### src/rtl/regfile_mp.sv
// regfile_mp: multi-port register file with two write ports, write->read forwarding, optional zero R0 and busy scoreboard
//   clk, rst             clock (rising edge), synchronous active-high reset
//   raddr/rdata/rbusy    NRD packed read ports: address in, data and pending-write flag out
//   wen0/waddr0/wdata0   write port 0 (ALU writeback)
//   wen1/waddr1/wdata1   write port 1 (load writeback), wins on address collision
//   rsv_en/rsv_addr      reserve a destination register (mark busy)
//   busy_vec             scoreboard, one bit per register
//   wconf                both write ports target the same valid register this cycle
module regfile_mp #(
    parameter int DSIZE   = 16,
    parameter int NREG    = 8,
    parameter int ASIZE   = 3,
    parameter int NRD     = 2,
    parameter int R0_ZERO = 1,
    parameter int INIT_R1 = 5,
    parameter int INIT_R2 = 2
) (
    input  logic                   clk,
    input  logic                   rst,
    input  logic [NRD*ASIZE-1:0]   raddr,
    output logic [NRD*DSIZE-1:0]   rdata,
    output logic [NRD-1:0]         rbusy,
    input  logic                   wen0,
    input  logic [ASIZE-1:0]       waddr0,
    input  logic [DSIZE-1:0]       wdata0,
    input  logic                   wen1,
    input  logic [ASIZE-1:0]       waddr1,
    input  logic [DSIZE-1:0]       wdata1,
    input  logic                   rsv_en,
    input  logic [ASIZE-1:0]       rsv_addr,
    output logic [NREG-1:0]        busy_vec,
    output logic                   wconf
);
    localparam logic [ASIZE:0] L_NREG = (ASIZE+1)'(NREG);
    logic [DSIZE-1:0] r_regs [NREG];
    logic [NREG-1:0]  r_busy;
    logic             w_v0, w_v1;
    logic [NREG-1:0]  w_we0, w_we1, w_set;
    // a write only counts if it lands in a real, writable register
    assign w_v0  = wen0 && ({1'b0, waddr0} < L_NREG) && !(R0_ZERO != 0 && waddr0 == '0);
    assign w_v1  = wen1 && ({1'b0, waddr1} < L_NREG) && !(R0_ZERO != 0 && waddr1 == '0);
    assign wconf = w_v0 && w_v1 && waddr0 == waddr1;
    assign busy_vec = r_busy;
    always_comb begin
        w_we0 = '0;
        w_we1 = '0;
        w_set = '0;
        for (int i = 0; i < NREG; i++) begin
            w_we1[i] = w_v1 && waddr1 == ASIZE'(i);
            w_we0[i] = w_v0 && !wconf && waddr0 == ASIZE'(i);
            w_set[i] = rsv_en && rsv_addr == ASIZE'(i) && !(R0_ZERO != 0 && i == 0);
        end
    end
    // a reservation in the same cycle as a write marks a newer producer, so set beats clear
    always_ff @(posedge clk) begin
        for (int i = 0; i < NREG; i++) begin
            if (rst) begin
                r_regs[i] <= i == 1 ? DSIZE'(INIT_R1) : i == 2 ? DSIZE'(INIT_R2) : '0;
                r_busy[i] <= 1'b0;
            end else begin
                if (w_we1[i])
                    r_regs[i] <= wdata1;
                else if (w_we0[i])
                    r_regs[i] <= wdata0;
                if (w_set[i])
                    r_busy[i] <= 1'b1;
                else if (w_we0[i] || w_we1[i])
                    r_busy[i] <= 1'b0;
            end
        end
    end
    for (genvar k = 0; k < NRD; k++) begin : g_rd
        logic [ASIZE-1:0] w_ra;
        logic             w_ok, w_f1, w_f0;
        assign w_ra = raddr[k*ASIZE +: ASIZE];
        assign w_ok = ({1'b0, w_ra} < L_NREG) && !(R0_ZERO != 0 && w_ra == '0);
        assign w_f1 = wen1 && waddr1 == w_ra;
        assign w_f0 = wen0 && waddr0 == w_ra;
        assign rdata[k*DSIZE +: DSIZE] = !w_ok ? '0 : w_f1 ? wdata1 : w_f0 ? wdata0 : r_regs[w_ra];
        // data arriving this cycle is already visible, so the reader need not stall
        assign rbusy[k] = w_ok && r_busy[w_ra] && !(w_f1 || w_f0);
    end
endmodule

### config.mk
export PLATFORM = sky130hd
export DESIGN_NAME = regfile_mp
export DESIGN_NICKNAME = d
export VERILOG_FILES = /design/src/rtl/regfile_mp.sv
export SDC_FILE = /design/constraint.sdc
export NUM_CORES = 1
export LEC_CHECK = 0
export ABC_CLOCK_PERIOD_IN_PS = 1800
export BUFFER_PORTS_ARGS = -buffer_cell sky130_fd_sc_hd__buf_2
export CAP_MARGIN = 20
export CORE_ASPECT_RATIO = 0.6
export CORE_MARGIN = 3
export CORE_UTILIZATION = 54
export CTS_CLUSTER_SIZE = 24
export DETAILED_ROUTE_END_ITERATION = 8
export PLACE_DENSITY = 0.76
export SLEW_MARGIN = 20
export SYNTH_ARGS = -nofsm -noshare
export SYNTH_HDL_FRONTEND = slang
export SYNTH_SLANG_ARGS = --single-unit
### constraint.sdc
create_clock -name clk -period 1.8 [get_ports clk]
set_clock_uncertainty 0.05 [all_clocks]
set_input_delay 0.18 -clock clk [delete_from_list [all_inputs] [get_ports clk]]
set_output_delay 0.18 -clock clk [all_outputs]
set_load 0.01 [all_outputs]
==> results.md, run 1 <==
* Status: finished with violations
* Failing checks: negative setup slack
* Vias per cell at between 7 and 8
* Comb power frac at 0.230
* Port bufs at 93
* Sequential-to-total area share from yosys stat at 0.432
* Worst setup margin at -0.405 ns
* Crit-path slowest cell: mux4_2
* Total grt overflow at 0
* CP arrival at between 1.5 and 2 ns
* Routed WL per cell at 28.2 um
* P per Cell Area at around 840 mW/mm^2
* Gr usage total at 0.366
* Die area at between 0.015 and 0.02 mm^2
* Critical-path cell list: mux4_2 > nand2b_4 > a22oi_2 > a211oi_2 > buf_2
* First-pass GRT wire length at around 51 mm
* DP Area at roughly 0.011 mm^2
* Total CTS buffers at 17
* Clock sinks at between 100 and 150
* CTS H-tree lvls at 4
* Max clock buf depth at 2
* Detail Placement HPWL at about 22 mm
* Switch share at 0.294
* Mapped cell area at about 0.0092 mm^2
* Residual DRC at 0
* Largest family of logic cells by synthesized area: compound AO/OA/AOI/OAI gates
* Area Overhead vs Synth at 25.9%
* Switch Pwr at around 2.9 mW
* Worst VDD drop at about 470 uV
* Initial Util at 0.559
* Xor and xnor fraction of the mapped netlist area at 0.0124
* Top post-synthesis cells by area: edfxtp_1 42%, mux4_2 8.3%, a22oi_1 7.6%
* Design Power at ~9.8 mW
* Most frequent cells in the layout: 128 x edfxtp_1, 102 x nor2_1, 87 x buf_2
* Final Hold Fails at 0
* Routed Antenna Nets at 0
* Routed vias at between 8000 and 9000
* Pin count of the biggest net entering global routing at 67
* Largest stage delay, worst path at 0.51 ns
* Max transition margin at 0.451
* Power share of the clock group at 0.378
* Setup violators final at 34
* Mapped Cells at between 800 and 900
* Most common cell after layout, fill and taps aside: edfxtp_1
* Worst path required time at 1.57 ns
* Leak Pwr at ~4.4 nW
* Reg clk slew, reported paths at around 0.070 ns
* Ys Warns at 0
* Worst-Skew Late Latency at between 0.4 and 0.5 ns
* Antenna Cells at 0
* Gp weighted congestion at between 0.9 and 1
* Synth top area share at 0.417
* IO Pins at 95
* # nets final at between 1000 and 1500
* Synth Area in Compound Gates at 0.197
* Netlist cell types at 55
* CP Class: reg -> out
* Layout cells sized above 1 at 0.372
* Adder-cell area share of the yosys netlist at 0
* Initial antenna violation count at 0
* Placeable Area at 0.0165 mm^2
* Fmax at ~0.45 GHz
* Die height at approximately 110 um
* Synthesized flop and latch total at around 140
* 1st-pass router iterations at 7
* Max Cap Viol at 0
* Final worst-path cycle share at 1.22
* Final wirelength at ~34 mm
* Post-Syn Area per Cell at ~11 um^2
* CTS tree: built
* Synth area leader: edfxtp_1
* Synth Area in Simple Gates at 0.139
* Post-synthesis mux area share at 0.154
* Number of global-route vias before repair at between 8000 and 9000
* RSZ-0062 raised after global routing: yes
* Crit end category: output port
* HP Class: in -> reg
* Standard-cell rows at 36
* Die W at around 170 um
* Post-route cell area at roughly 0.012 mm^2
* Sequential Power Share at 0.393
* Slew Limit Fails at 0
* Worst Tran Pin Value at around 0.8 ns
* Root buf cell: clkbuf_16
* Critical path startpoint category: flip-flop
* Final Critical Period at about 2.2 ns
* Internal power at 6.91 mW
* Initial DRC count at between 1000 and 1500
* Crit Path Max Fanout at 2
critical path: cells and delay by family, from the launching register on:
kind / cells / cell delay [ns]
flops: 1 / 0.40
mux: 1 / 0.51
buf+inv: 1 / 0.19
compound gates: 2 / 0.27
simple gates: 1 / 0.17
final timing paths:
| check | startpoint | to | slack [ns] | cells after the start |
|---|---|---|---|---|
| setup / recovery | r_regs[6][4] | rdata[20] | -0.40 | 5 |
| hold / removal | rst | busy_vec[3] | 0.04 | 2 |
| hold reg to reg | busy_vec[3] | busy_vec[3] | 0.44 | 2 |
| setup reg to reg | busy_vec[1] | busy_vec[1] | 1.07 | 1 |
timing repair:
item / CTS / global route
setup buffers: 5 / 0
endpoints found under the setup margin: 34 / 34
hold buffers: 4 / 0
resized for setup: 66 / 13
hold endpoints to repair: 4 / 0
pin swaps: 25 / 9
through the flow:
stage | utilization | hold WS (ns) | setup TNS [ns] | std cells | worst slack (ns)
2_1_floorplan | - | 0.246 | 0 | 875 | 0.0110
3_3_place_gp | 0.638 | 0.413 | -10.84 | 1182 | -0.442
3_5_place_dp | 0.638 | 0.423 | -12.24 | 1182 | -0.501
4_1_cts | 0.699 | 0.0186 | -10.24 | 1217 | -0.410
5_1_grt | 0.704 | 0.0405 | -12.01 | 1217 | -0.443
6_report | 0.704 | 0.0403 | -10.52 | 1217 | -0.405
cells in the mapped netlist (all sizes together):
| cell | number |
|---|---|
| a221oi | 32 |
| a22oi | 93 |
| nor2 | 104 |
| a211o | 1 |
| conb | 1 |
| o21ai | 4 |
| a32o | 2 |
| nand2 | 45 |
| mux2 | 1 |
| buf | 49 |
| and4bb | 1 |
| and2 | 3 |
| a21oi | 37 |
| and3b | 2 |
| a211oi | 32 |
| and4b | 1 |
| or3 | 6 |
| or2 | 1 |
| nand2b | 35 |
| nor3 | 7 |
| nor3b | 4 |
| nand3b | 3 |
| a22o | 16 |
| a21o | 1 |
| o32ai | 4 |
| a31oi | 1 |
| o31a | 1 |
| inv | 9 |
| clkbuf | 66 |
| mux2i | 64 |
| nand4 | 2 |
| nand4b | 2 |
| mux4 | 34 |
| dfxtp | 7 |
| and4 | 2 |
| nor2b | 5 |
| o22ai | 2 |
| nor4 | 1 |
| nand3 | 36 |
| xnor2 | 13 |
| edfxtp | 128 |
| a41oi | 1 |
flip-flops by register name, indices dropped and copies added, names as in the netlist:
register / flops
busy_vec: 7
r_regs: 128
power by group through the flow:
stage | clock [mW] | combinational, mW | sequential (mW)
3_3_place_gp | 0 | 1.94 | 3.88
4_1_cts | 3.70 | 2.14 | 3.83
3_5_place_dp | 0 | 1.98 | 3.90
6_report | 3.70 | 2.25 | 3.85
2_1_floorplan | 0 | 1.22 | 3.84
5_1_grt | 3.86 | 2.34 | 3.86
logic make-up (layout without fill, tap and decap cells):
logic type	count (synthesis)	count (layout)
compound gates	227	227
xor+xnor	13	13
buf+inv	124	238
flops	135	135
mux	99	99
other cells	1	17
simple gates	260	260
routing by layer:
layer,track usage,routed length [um],share of wire,vias to the layer above
li1,-,-,-,3530
met1,0.508,13100,0.38,4144
met2,0.543,14600,0.42,834
met3,0.104,5150,0.15,172
met4,0.154,1590,0.046,0
met5,0,0,0,-
layout make-up:
type | instances | area, um^2
inverters | 9 | 33.8
clock inverters | 14 | 188
flip-flops and latches | 135 | 3990
well taps | 228 | 285
fillers | 1168 | 4880
multi-input cells | 616 | 5110
repair buffers | 198 | 1570
clock buffers | 17 | 425
(Power assumes the default switching activity.)
==> run 2, diff against run 1 <==
- SKIP_LAST_GASP: default -> 1
==> results.md, run 2 (synthesized netlist as in run 1, its figures left out) <==
* Crit Path Max Fanout at 2
* Biggest register: r_regs
* Critical path's top delay family: multiplexers
* Crit-path slowest cell: mux4_2
* Pin count of the biggest net entering global routing at 67
* Sequential Power Share at 0.392
* Worst VDD drop at 480 uV
* Failing checks: design-rule violations, negative setup slack
* Max reg flops at about 130
* Number of global-route vias before repair at ~8300
* Largest stage delay, worst path at slightly below 0.5 ns
* Detail Placement HPWL at 21.7 mm
* Power share of the clock group at 0.379
* Gr usage total at 0.366
* Post-layout util at 0.703
* Vias per cell at 7.09
* Worst setup margin at -0.391 ns
* Worst-Skew Late Latency at about 0.43 ns
* Critical-path cell list: mux4_2 > nand2b_4 > a22oi_2 > a211oi_4 > buf_2
* Total CTS buffers at 17
* Residual DRC at 12
* Slew Limit Fails at 0
* Max clock buf depth at 2
* RSZ-0062 raised after global routing: yes
* CTS H-tree lvls at 4
* Die area at 0.0187 mm^2
* Total grt overflow at 0
* Max Cap Viol at 0
* Comb power frac at 0.229
* IO Pins at between 90 and 100
* Crit end category: output port
* Most common cell after layout, fill and taps aside: edfxtp_1
* Most frequent cells in the layout: 128 x edfxtp_1, 102 x nor2_1, 87 x buf_2
* P per Cell Area at 845 mW/mm^2
* Routed Antenna Nets at 0
* Final Hold Fails at 0
* Port bufs at 93
* CTS tree: built
* Routed vias at around 8600
* Routed WL per cell at 28.2 um
* CP arrival at just under 2 ns
* Fmax at about 0.46 GHz
* Root buf cell: clkbuf_16
* # nets final at 1029
* Reg clk slew, reported paths at 0.07 ns
* Final worst-path cycle share at 1.22
* Initial DRC count at 1449
* Worst Tran Pin Value at 0.843 ns
* CP Class: reg -> out
* Clock sinks at 135
* Die height at 107 um
* Switch Pwr at 2.89 mW
* Initial Util at 0.559
* Leak Pwr at ~4.3 nW
* HP Class: in -> reg
* Setup TNS at -10.76 ns
* Antenna Cells at 0
* Status: finished with violations
* First-pass GRT wire length at just over 50 mm
* Switch share at 0.295
* Area Overhead vs Synth at 25.8%
* # fillers at between 1000 and 1500
* Critical path startpoint category: flip-flop
* Max transition margin at 0.437
* Worst path bufs/invs at 1
* Worst reg-to-reg setup slack at approximately 1.1 ns
* Layout cells sized above 1 at 0.369
* Register area at 0.00399 mm^2
* 1st-pass router iterations at 9
* Worst path required time at between 1.5 and 2 ns
* Area of the multi-input gates at between 0.005 and 0.006 mm^2
* Setup violators final at 34
* Pre-CTS setup slack at -0.501 ns
* Placeable Area at approximately 0.016 mm^2
* Die W at roughly 170 um
* Initial antenna violation count at 0
* Standard-cell rows at 36
* Final wirelength at around 34 mm
* Gp weighted congestion at approximately 0.98
* Final Critical Period at 2.19 ns
* Internal power at approximately 7 mW
run 2: cell types whose count changed in the layout (fill, tap and decap cells not counted):
cell,before,now
nand2b_4,20,18
nand2b_1,15,17
a211oi_4,2,3
a211oi_1,20,21
a211oi_2,10,8
run 2: worst paths after layout:
check                                  start     endpoint  depth (start not counted)
worst max-delay path            r_regs[7][3]    rdata[19]                          5
worst min-delay path                     rst  busy_vec[3]                          2
worst max register to register   busy_vec[1]  busy_vec[1]                          1
worst min register to register   busy_vec[3]  busy_vec[3]                          2
run 2: routing by layer:
metal  vias to the layer above  GRT usage  share of wire
met4                         0      0.156          0.041
met1                      4089      0.509           0.37
met2                       865      0.542           0.43
li1                       3524          -              -
met5                         -          0              0
met3                       153      0.103           0.16
run 2: area by class of cell:
class                           count  share of cell area
Inverter                            9             0.00291
Clock inverter                     14              0.0162
Timing Repair Buffer              198               0.136
Tap cell                          228              0.0246
Clock buffer                       17              0.0367
Sequential cell                   135               0.344
Multi-Input combinational cell    616               0.440
run 2: repair_timing:
item,CTS,global route
pin swaps,25,10
buffers inserted,5,0
hold endpoints to repair,4,0
hold buffers,4,0
gates resized for setup,63,14
endpoints found under the setup margin,34,34
run 2: power groups by stage:
stage	clock [mW]	combinational (mW)	sequential, mW
finish	3.71	2.24	3.85
CTS	3.70	2.13	3.83
floorplan	0	1.22	3.84
detailed placement	0	1.98	3.90
global placement	0	1.94	3.88
global route	3.86	2.33	3.86
run 2: stage by stage:
stage	instances	area (um^2)	hold slack [ns]	power, mW
finish	1217	11600	0.0249	9.80
CTS	1217	11500	0.0186	9.66
global placement	1182	10500	0.413	5.83
floorplan	875	9290	0.246	5.06
detailed placement	1182	10500	0.423	5.88
global route	1217	11600	0.0390	10.1
